--- src/rtl/tdm_deframer.sv ---
// tdm_deframer -- recovers 4-bit words from a serial TDM stream with frame sync.
//
// Ports:
//   clk        rising-edge clock, one serial slot per cycle
//   reset      synchronous, active-low reset
//   sd_in      serial TDM data, one slot per clk
//   fs_in      frame sync, high in the cycle sd_in carries slot 0
//   word_out   recovered word, bit k taken from slot k
//   word_valid word_out holds an undelivered word
//   word_ready downstream accepts when word_valid && word_ready on a rising edge
//   lock       high while the framer state is LOCKED
//   overrun    one-cycle pulse when a completed word is dropped
//   parity_err parity flag travelling with the buffered word
//
// Build option: define TDM_DEFRAMER_PARITY_EN for a 5-slot frame whose slot 4
// carries even parity over bits 3..0; otherwise the frame is 4 slots and
// parity_err stays 0.
module tdm_deframer (
  input  logic       clk,
  input  logic       reset,
  input  logic       sd_in,
  input  logic       fs_in,
  output logic [3:0] word_out,
  output logic       word_valid,
  input  logic       word_ready,
  output logic       lock,
  output logic       overrun,
  output logic       parity_err
);

`ifdef TDM_DEFRAMER_PARITY_EN
  localparam logic [2:0] LAST_SLOT = 3'd4;
`else
  localparam logic [2:0] LAST_SLOT = 3'd3;
`endif

  typedef enum logic [1:0] {
    HUNT   = 2'd0,
    ALIGN  = 2'd1,
    LOCKED = 2'd2
  } state_t;

  state_t     state_r, state_s;
  logic [2:0] slot_r, slot_s;
  logic [1:0] miss_r, miss_s;
  logic [3:0] shift_r, shift_s;
  logic       complete_s;
  logic [3:0] new_word_s;
  logic       new_perr_s;

  // Non-zero when data bits plus the parity slot do not have even parity.
  function automatic logic even_parity_err(input logic [3:0] bits, input logic par);
    return (^bits) ^ par;
  endfunction

  // Completed word and its parity flag, as seen on the cycle the last slot is sampled.
  always_comb begin
`ifdef TDM_DEFRAMER_PARITY_EN
    new_word_s = shift_r;
    new_perr_s = even_parity_err(shift_r, sd_in);
`else
    new_word_s = {sd_in, shift_r[2:0]};
    new_perr_s = 1'b0;
`endif
  end

  // Framer next-state: alignment FSM, slot counter, miss counter and shift bits.
  always_comb begin
    state_s    = state_r;
    slot_s     = slot_r;
    miss_s     = miss_r;
    shift_s    = shift_r;
    complete_s = 1'b0;
    case (state_r)
      HUNT: begin
        if (fs_in) begin
          shift_s = {3'b000, sd_in};
          slot_s  = 3'd1;
          miss_s  = 2'd0;
          state_s = ALIGN;
        end else begin
          state_s = HUNT;
        end
      end
      ALIGN, LOCKED: begin
        if (fs_in && (slot_r != 3'd0)) begin
          // Sync in mid-frame: this cycle becomes slot 0 and the partial word is lost.
          shift_s = {3'b000, sd_in};
          slot_s  = 3'd1;
          miss_s  = 2'd0;
          state_s = ALIGN;
        end else begin
          if (slot_r < 3'd4) begin
            shift_s[slot_r[1:0]] = sd_in;
          end else begin
            shift_s = shift_r;
          end
          slot_s = (slot_r == LAST_SLOT) ? 3'd0 : (slot_r + 3'd1);
          if (slot_r == 3'd0) begin
            if (state_r == ALIGN) begin
              state_s = fs_in ? LOCKED : HUNT;
              slot_s  = fs_in ? 3'd1 : 3'd0;
              miss_s  = 2'd0;
            end else if (fs_in) begin
              miss_s = 2'd0;
            end else if (miss_r == 2'd1) begin
              // Second consecutive missing sync: give up the lock.
              state_s = HUNT;
              slot_s  = 3'd0;
              miss_s  = 2'd0;
            end else begin
              miss_s = miss_r + 2'd1;
            end
          end else begin
            miss_s = miss_r;
          end
          if ((state_r == LOCKED) && (slot_r == LAST_SLOT)) begin
            complete_s = 1'b1;
          end else begin
            complete_s = 1'b0;
          end
        end
      end
      default: begin
        state_s = HUNT;
        slot_s  = 3'd0;
        miss_s  = 2'd0;
        shift_s = 4'd0;
      end
    endcase
  end

  // Framer state registers.
  always_ff @(posedge clk) begin
    if (!reset) begin
      state_r <= HUNT;
      slot_r  <= 3'd0;
      miss_r  <= 2'd0;
      shift_r <= 4'd0;
      lock    <= 1'b0;
    end else begin
      state_r <= state_s;
      slot_r  <= slot_s;
      miss_r  <= miss_s;
      shift_r <= shift_s;
      lock    <= (state_s == LOCKED);
    end
  end

  // One-entry output buffer; a full, unaccepted buffer drops the new word.
  always_ff @(posedge clk) begin
    if (!reset) begin
      word_out   <= 4'd0;
      word_valid <= 1'b0;
      parity_err <= 1'b0;
      overrun    <= 1'b0;
    end else begin
      overrun <= 1'b0;
      if (complete_s) begin
        if (!word_valid || word_ready) begin
          word_out   <= new_word_s;
          word_valid <= 1'b1;
          parity_err <= new_perr_s;
        end else begin
          overrun <= 1'b1;
        end
      end else if (word_valid && word_ready) begin
        word_valid <= 1'b0;
        parity_err <= 1'b0;
      end else begin
        word_valid <= word_valid;
      end
    end
  end

endmodule

--- config.mk ---
export PLATFORM = sky130hd
export DESIGN_NAME = tdm_deframer
export DESIGN_NICKNAME = d
export VERILOG_FILES = /design/src/rtl/tdm_deframer.sv
export SDC_FILE = /design/constraint.sdc
export NUM_CORES = 1
export LEC_CHECK = 0
export ABC_AREA = 0
export ABC_CLOCK_PERIOD_IN_PS = 1900
export CAP_MARGIN = 20
export CORE_ASPECT_RATIO = 0.7
export CORE_MARGIN = 5
export CORE_UTILIZATION = 48
export CTS_CLUSTER_DIAMETER = 120
export DETAILED_ROUTE_END_ITERATION = 8
export HOLD_SLACK_MARGIN = 0.02
export PLACE_DENSITY = 0.74
export SLEW_MARGIN = 5
export SYNTH_ARGS = -nofsm -noshare
export SYNTH_HDL_FRONTEND = slang
export SYNTH_SLANG_ARGS = --single-unit
export TNS_END_PERCENT = 10
--- constraint.sdc ---
create_clock -name clk -period 1.9 [get_ports clk]
set_clock_uncertainty 0.15 [all_clocks]
set_input_delay 0.38 -clock clk [delete_from_list [all_inputs] [get_ports clk]]
set_output_delay 0.38 -clock clk [all_outputs]
set_load 0.02 [all_outputs]
==> flow_summary.ini, run 1 <==
[cells_and_area]
fillers = 165
areaGrowthSynthToFinish_pct = 25.6
layout.cells.non_filler = 163
nNetsFinal = 155
antenna_cells = 0
drive_gt1_frac = 0.170
fin_util = 0.654

[cts]
path_clk_slew_ns = 0.10
cts_tree = done
h-tree-depth = 1
insertion_delay_ns = 0.29
root_buffer = clkbuf_4
cts_hold_buf = 0
clock_sink_count = 17
clock_path_buffers = 2
numCtsBuffers = 3

[critical_path]
crit_chain = inv_1, ha_4, a21oi_4, o21ai_2, or4_1, a21boi_1
crit_arrival_ns = 1.89
r2r_cells = 6
path_class = flip-flop to flip-flop
end_kind = flip-flop
slowest_stage = or4_1
cp_max_fo = 3
cp-start-kind = flip-flop
cp.required_ns = 1.98
slowest_delay_ns = 0.50

[drt]
vias_per_cell = 5.72
wl_per_cell_um = 14.7
vias = 932
routed_wl_mm = 2.40
dr.pass1.iters = 4
ant_nets = 0
drc_errors = 0
drtIter0Drc = 40

[power]
power_leakage_uw = 0.000489
power_uw = 732
peakVddDrop_mv = 0.427
power.internal_uw = 518
powerDensity_mw_per_mm2 = 588
power.switching_uw = 214
clockPowerShare = 0.272
power_frac_comb = 0.218
sw_frac_of_total = 0.292
p_seq_frac = 0.509

[timing]
rsz0062_at_grt = yes
post-route-min-period_ns = 1.81
fin_crit_sh = 0.952
whs_ns = 0.319
fmax_ghz = 0.553
setup_slack_ns = 0.0920
final-setup-viol-count = 0
hold_violations = 0
slew_viol_final = 0

[yosys]
synth_async_sr_flop_share = 0
synth_fp_nets = 131
syn_avg_cell_area_um2 = 8.40
synthCells = 118
synth-seq-area-share = 0.343
synth_edf_count = 0
yosys_warnings = 0
synth_flop_cell = dfxtp_1
synthDistinctLibCells = 41
ys_ff_latch = 17
synth_area_um2 = 991

[outcome]
status = completed

[hold_path]
hold_path_depth = 2
hold_path.class = flip-flop to flip-flop

[place]
routabilityCongestion = 0.828
dp.cells = 157
place_ws_ns = -0.108
port_buffers = 11
dpl.hpwl_mm = 1.85

[floorplanning]
start_util = 0.521
die_h_um = 48.0
design.die.area_mm2 = 0.00309
core_mm2 = 0.00190
die_w_um = 64.3
row_count = 13
io_pins = 13

[run]
cap_violations = 0

[global_routing]
grt_start_max_net_pins = 11
overflow = 0
grt_pass1_vias = 848
antenna_found_initial = 0
grt_pass1_wl_mm = 4.03
grt_usage = 0.171
-- kinds of logic (layout without fill, tap and decap cells) --
group | Yosys count | after routing | synth area share
AND/OR/NAND/NOR | 51 | 51 | 0.278
AO/OA/AOI/OAI | 29 | 29 | 0.213
flip-flops | 17 | 17 | 0.343
buffers and inverters | 12 | 35 | 0.0606
adder cells (fa/ha/maj) | 8 | 8 | 0.101
other | 1 | 1 | 0.00378
-- per-layer routing --
layer  vias to the layer above  GRT usage  wire [um]
met5                         -          0          0
met4                         0     0.0528         29
met3                         6     0.0540        195
met2                        41      0.268       1080
met1                       423      0.229       1090
li1                        462          -          -
-- flip-flops by register name (all words and copies together) (netlist names) --
signal      cells
slot_r          3
overrun         1
shift_r         3
lock            1
miss_r          2
word_valid      1
state_r         2
word_out        4
-- cells in the mapped netlist, drive strengths merged (2+ instances only) --
cell type  instances  share of area
dfxtp             17           0.34
nand2             12          0.045
nor2              11          0.042
ha                 8           0.10
nand3              8          0.040
o21ai              7          0.039
a21oi              5          0.037
buf                5          0.034
inv                5          0.019
nor2b              5          0.032
o21a               3          0.023
clkbuf             2         0.0076
nand2b             2          0.013
nor3               2          0.010
nor3b              2          0.015
o211ai             2          0.015
o2bb2ai            2          0.018
-- repair_timing --
action / CTS / global route
hold endpoints to repair: 0 / 0
pin swaps: 0 / 1
setup endpoints to repair: 1 / 6
cloned: 0 / 0
resized for setup: 1 / 3
buffers inserted: 0 / 2
-- path summary, 6_finish.rpt --
kind | start | end | slack, ns
max | state_r[0] | shift_r[0] | 0.09
min | word_out[2] | word_out[2] | 0.32
max reg2reg | state_r[0] | shift_r[0] | 0.09
min reg2reg | word_out[2] | word_out[2] | 0.32
-- power by group through the flow --
stage	clock [uW]	combinational (uW)	sequential (uW)
detailed placement	0	150	380
floorplan	0	102	380
global placement	0	145	380
global route	221	176	374
finish	199	160	373
CTS	203	157	372
-- worst max-delay path: cells and delay by family, from the launching register on --
kind | cells | cell delay, ns
compound gates | 3 | 0.40
fa+ha+maj | 1 | 0.27
buf+inv | 1 | 0.08
flops | 1 | 0.34
simple gates | 1 | 0.50
-- metrics by stage --
step	TNS [ns]	instance area, um2
CTS	0	1220
detailed placement	-0.472	1180
global placement	-0.0833	1180
floorplan	0	991
finish	0	1240
global route	-0.00410	1240
-- layout make-up --
class | count | area, um2 | area share
Clock buffer | 4 | 26.3 | 0.0211
Inverter | 5 | 18.8 | 0.0151
Multi-Input combinational cell | 89 | 608 | 0.488
Sequential cell | 17 | 342 | 0.274
Tap cell | 22 | 27.5 | 0.0221
Timing Repair Buffer | 26 | 223 | 0.179
-- layout by cell type (no fill, tap or decap), drive strengths merged, types with 2 or more instances in the layout --
cell type	count
buf	15
dfxtp	17
nor2	11
nor2b	5
nand3	8
o21a	3
nor3	2
inv	5
o211ai	2
o21ai	7
clkbuf	4
nor3b	2
ha	8
a21oi	5
o2bb2ai	2
clkdlybuf4s50	11
nand2	12
nand2b	2
Power figures use the tool's default switching activity.
==> run 2, diff against run 1 <==
RECOVER_POWER = 100   (was not set)
==> run 2 against run 1 <==
Compared with the run above:
- hold slack about the same
- via count down 1.4%
- largest power group unchanged
- total power down 0.54%
- non-clock buffer count unchanged
==> flow_summary.ini, run 2 (synthesized netlist as in run 1, its figures left out) <==
[place]
routabilityCongestion = 0.828
port_buffers = 11
dpl.hpwl_mm = 1.85

[critical_path]
path_class = flip-flop to primary output
cp_max_fo = 2
cp-start-kind = flip-flop
cp.required_ns = 1.37
slowest_delay_ns = 0.67
r2r-start = state_r[0]
crit_chain = dlygate4sd3_1
end_kind = primary output
crit_start = word_valid
slowest_stage = dlygate4sd3_1
crit_family = buffers and inverters
path_buf_inv = 1
crit_arrival_ns = 1.28

[drt]
vias = 919
ant_nets = 0
wl_per_cell_um = 14.6
vias_per_cell = 5.64
routed_wl_mm = 2.38
drc_errors = 0
dr.pass1.iters = 4
drtIter0Drc = 34

[cts]
cts_tree = done
numCtsBuffers = 3
cts_hold_buf = 0
clock_sink_count = 17
h-tree-depth = 1
insertion_delay_ns = 0.29
clock_path_buffers = 2
path_clk_slew_ns = 0.10
root_buffer = clkbuf_4

[power]
powerDensity_mw_per_mm2 = 592
sw_frac_of_total = 0.290
peakVddDrop_mv = 0.427
p_seq_frac = 0.512
clockPowerShare = 0.271
power.switching_uw = 211
power_leakage_uw = 0.000491
power_frac_comb = 0.217
power.internal_uw = 517

[floorplanning]
die_h_um = 48.0
die_w_um = 64.3
core_mm2 = 0.00190
design.die.area_mm2 = 0.00309
io_pins = 13
start_util = 0.521
row_count = 13

[cells_and_area]
areaGrowthSynthToFinish_pct = 24.0
regMostFlops = word_out
final_cell_mix = dfxtp_1 (16), nand2_1 (12), buf_4 (12)
final_common_cell = dfxtp_1
nNetsFinal = 155
drive_gt1_frac = 0.156
largest_register_ffs = 4
fin_util = 0.646
antenna_cells = 0
biggestRegsByFlops = word_out (4), shift_r (3), slot_r (3)

[global_routing]
grt_pass1_wl_mm = 4.03
grt_usage = 0.171
antenna_found_initial = 0
grt_pass1_vias = 848
overflow = 0
grt_start_max_net_pins = 11

[hold_path]
hold_path.class = flip-flop to flip-flop
hold_path_startpoint = word_out[1]

[run]
cap_violations = 0

[timing]
final-setup-viol-count = 0
fmax_ghz = 0.551
fin_tns_setup_ns = 0
post-route-min-period_ns = 1.81
hold_violations = 0
rsz0062_at_grt = yes
slew_viol_final = 0
fin_crit_sh = 0.954
whs_ns = 0.319

[outcome]
status = completed
## run 2: layer usage
layer  GRT usage  vias up  routed length, um
li1            -      464                  -
met1       0.229      423               1110
met2       0.268       30               1080
met3      0.0540        2                169
met4      0.0528        0                 13
met5           0        -                  0
## run 2: what timing repair did
item                       in CTS  in global routing
pin swaps                       0                  1
buffers inserted                0                  2
gates resized for setup         1                  3
hold endpoints to repair        0                  0
setup endpoints to repair       1                  6
## run 2: cell type report
class / instances / area [um2]
inverters: 5 / 18.8
multi-input cells: 89 / 599
repair buffers: 26 / 215
clock buffers: 4 / 26.3
fillers: 168 / 674
flip-flops and latches: 17 / 342
well taps: 22 / 27.5
## run 2: worst reg2reg max path, cell delays in order, from the launching register on
cell	delay, ns
dfxtp_1	0.34
inv_1	0.08
ha_4	0.27
a21oi_4	0.19
o21ai_2	0.08
or4_1	0.50
a21boi_1	0.14
## run 2: path summary, 6_finish.rpt
kind | to | slack, ns | cells past startpoint
setup / recovery | word_valid | 0.09 | 1
hold / removal | word_out[1] | 0.32 | 2
setup reg to reg | shift_r[0] | 0.09 | 6
hold reg to reg | word_out[1] | 0.32 | 2
## run 2: through the flow
| stage | power [uW] | cells | instance area, um2 | setup slack, ns |
|---|---|---|---|---|
| 6_report | 728 | 163 | 1230 | 0.0865 |
| 3_5_place_dp | 530 | 157 | 1180 | -0.108 |
| 4_1_cts | 732 | 161 | 1220 | 0.0757 |
| 2_1_floorplan | 482 | 118 | 991 | 0.00347 |
| 3_3_place_gp | 525 | 157 | 1180 | -0.0253 |
| 5_1_grt | 770 | 163 | 1230 | -0.00410 |
## run 2: power by group through the flow
stage	logic (uW)	clock network [uW]	registers [uW]
3_5_place_dp	150	0	380
6_report	158	197	373
2_1_floorplan	102	0	380
5_1_grt	175	221	374
3_3_place_gp	145	0	380
4_1_cts	157	203	372
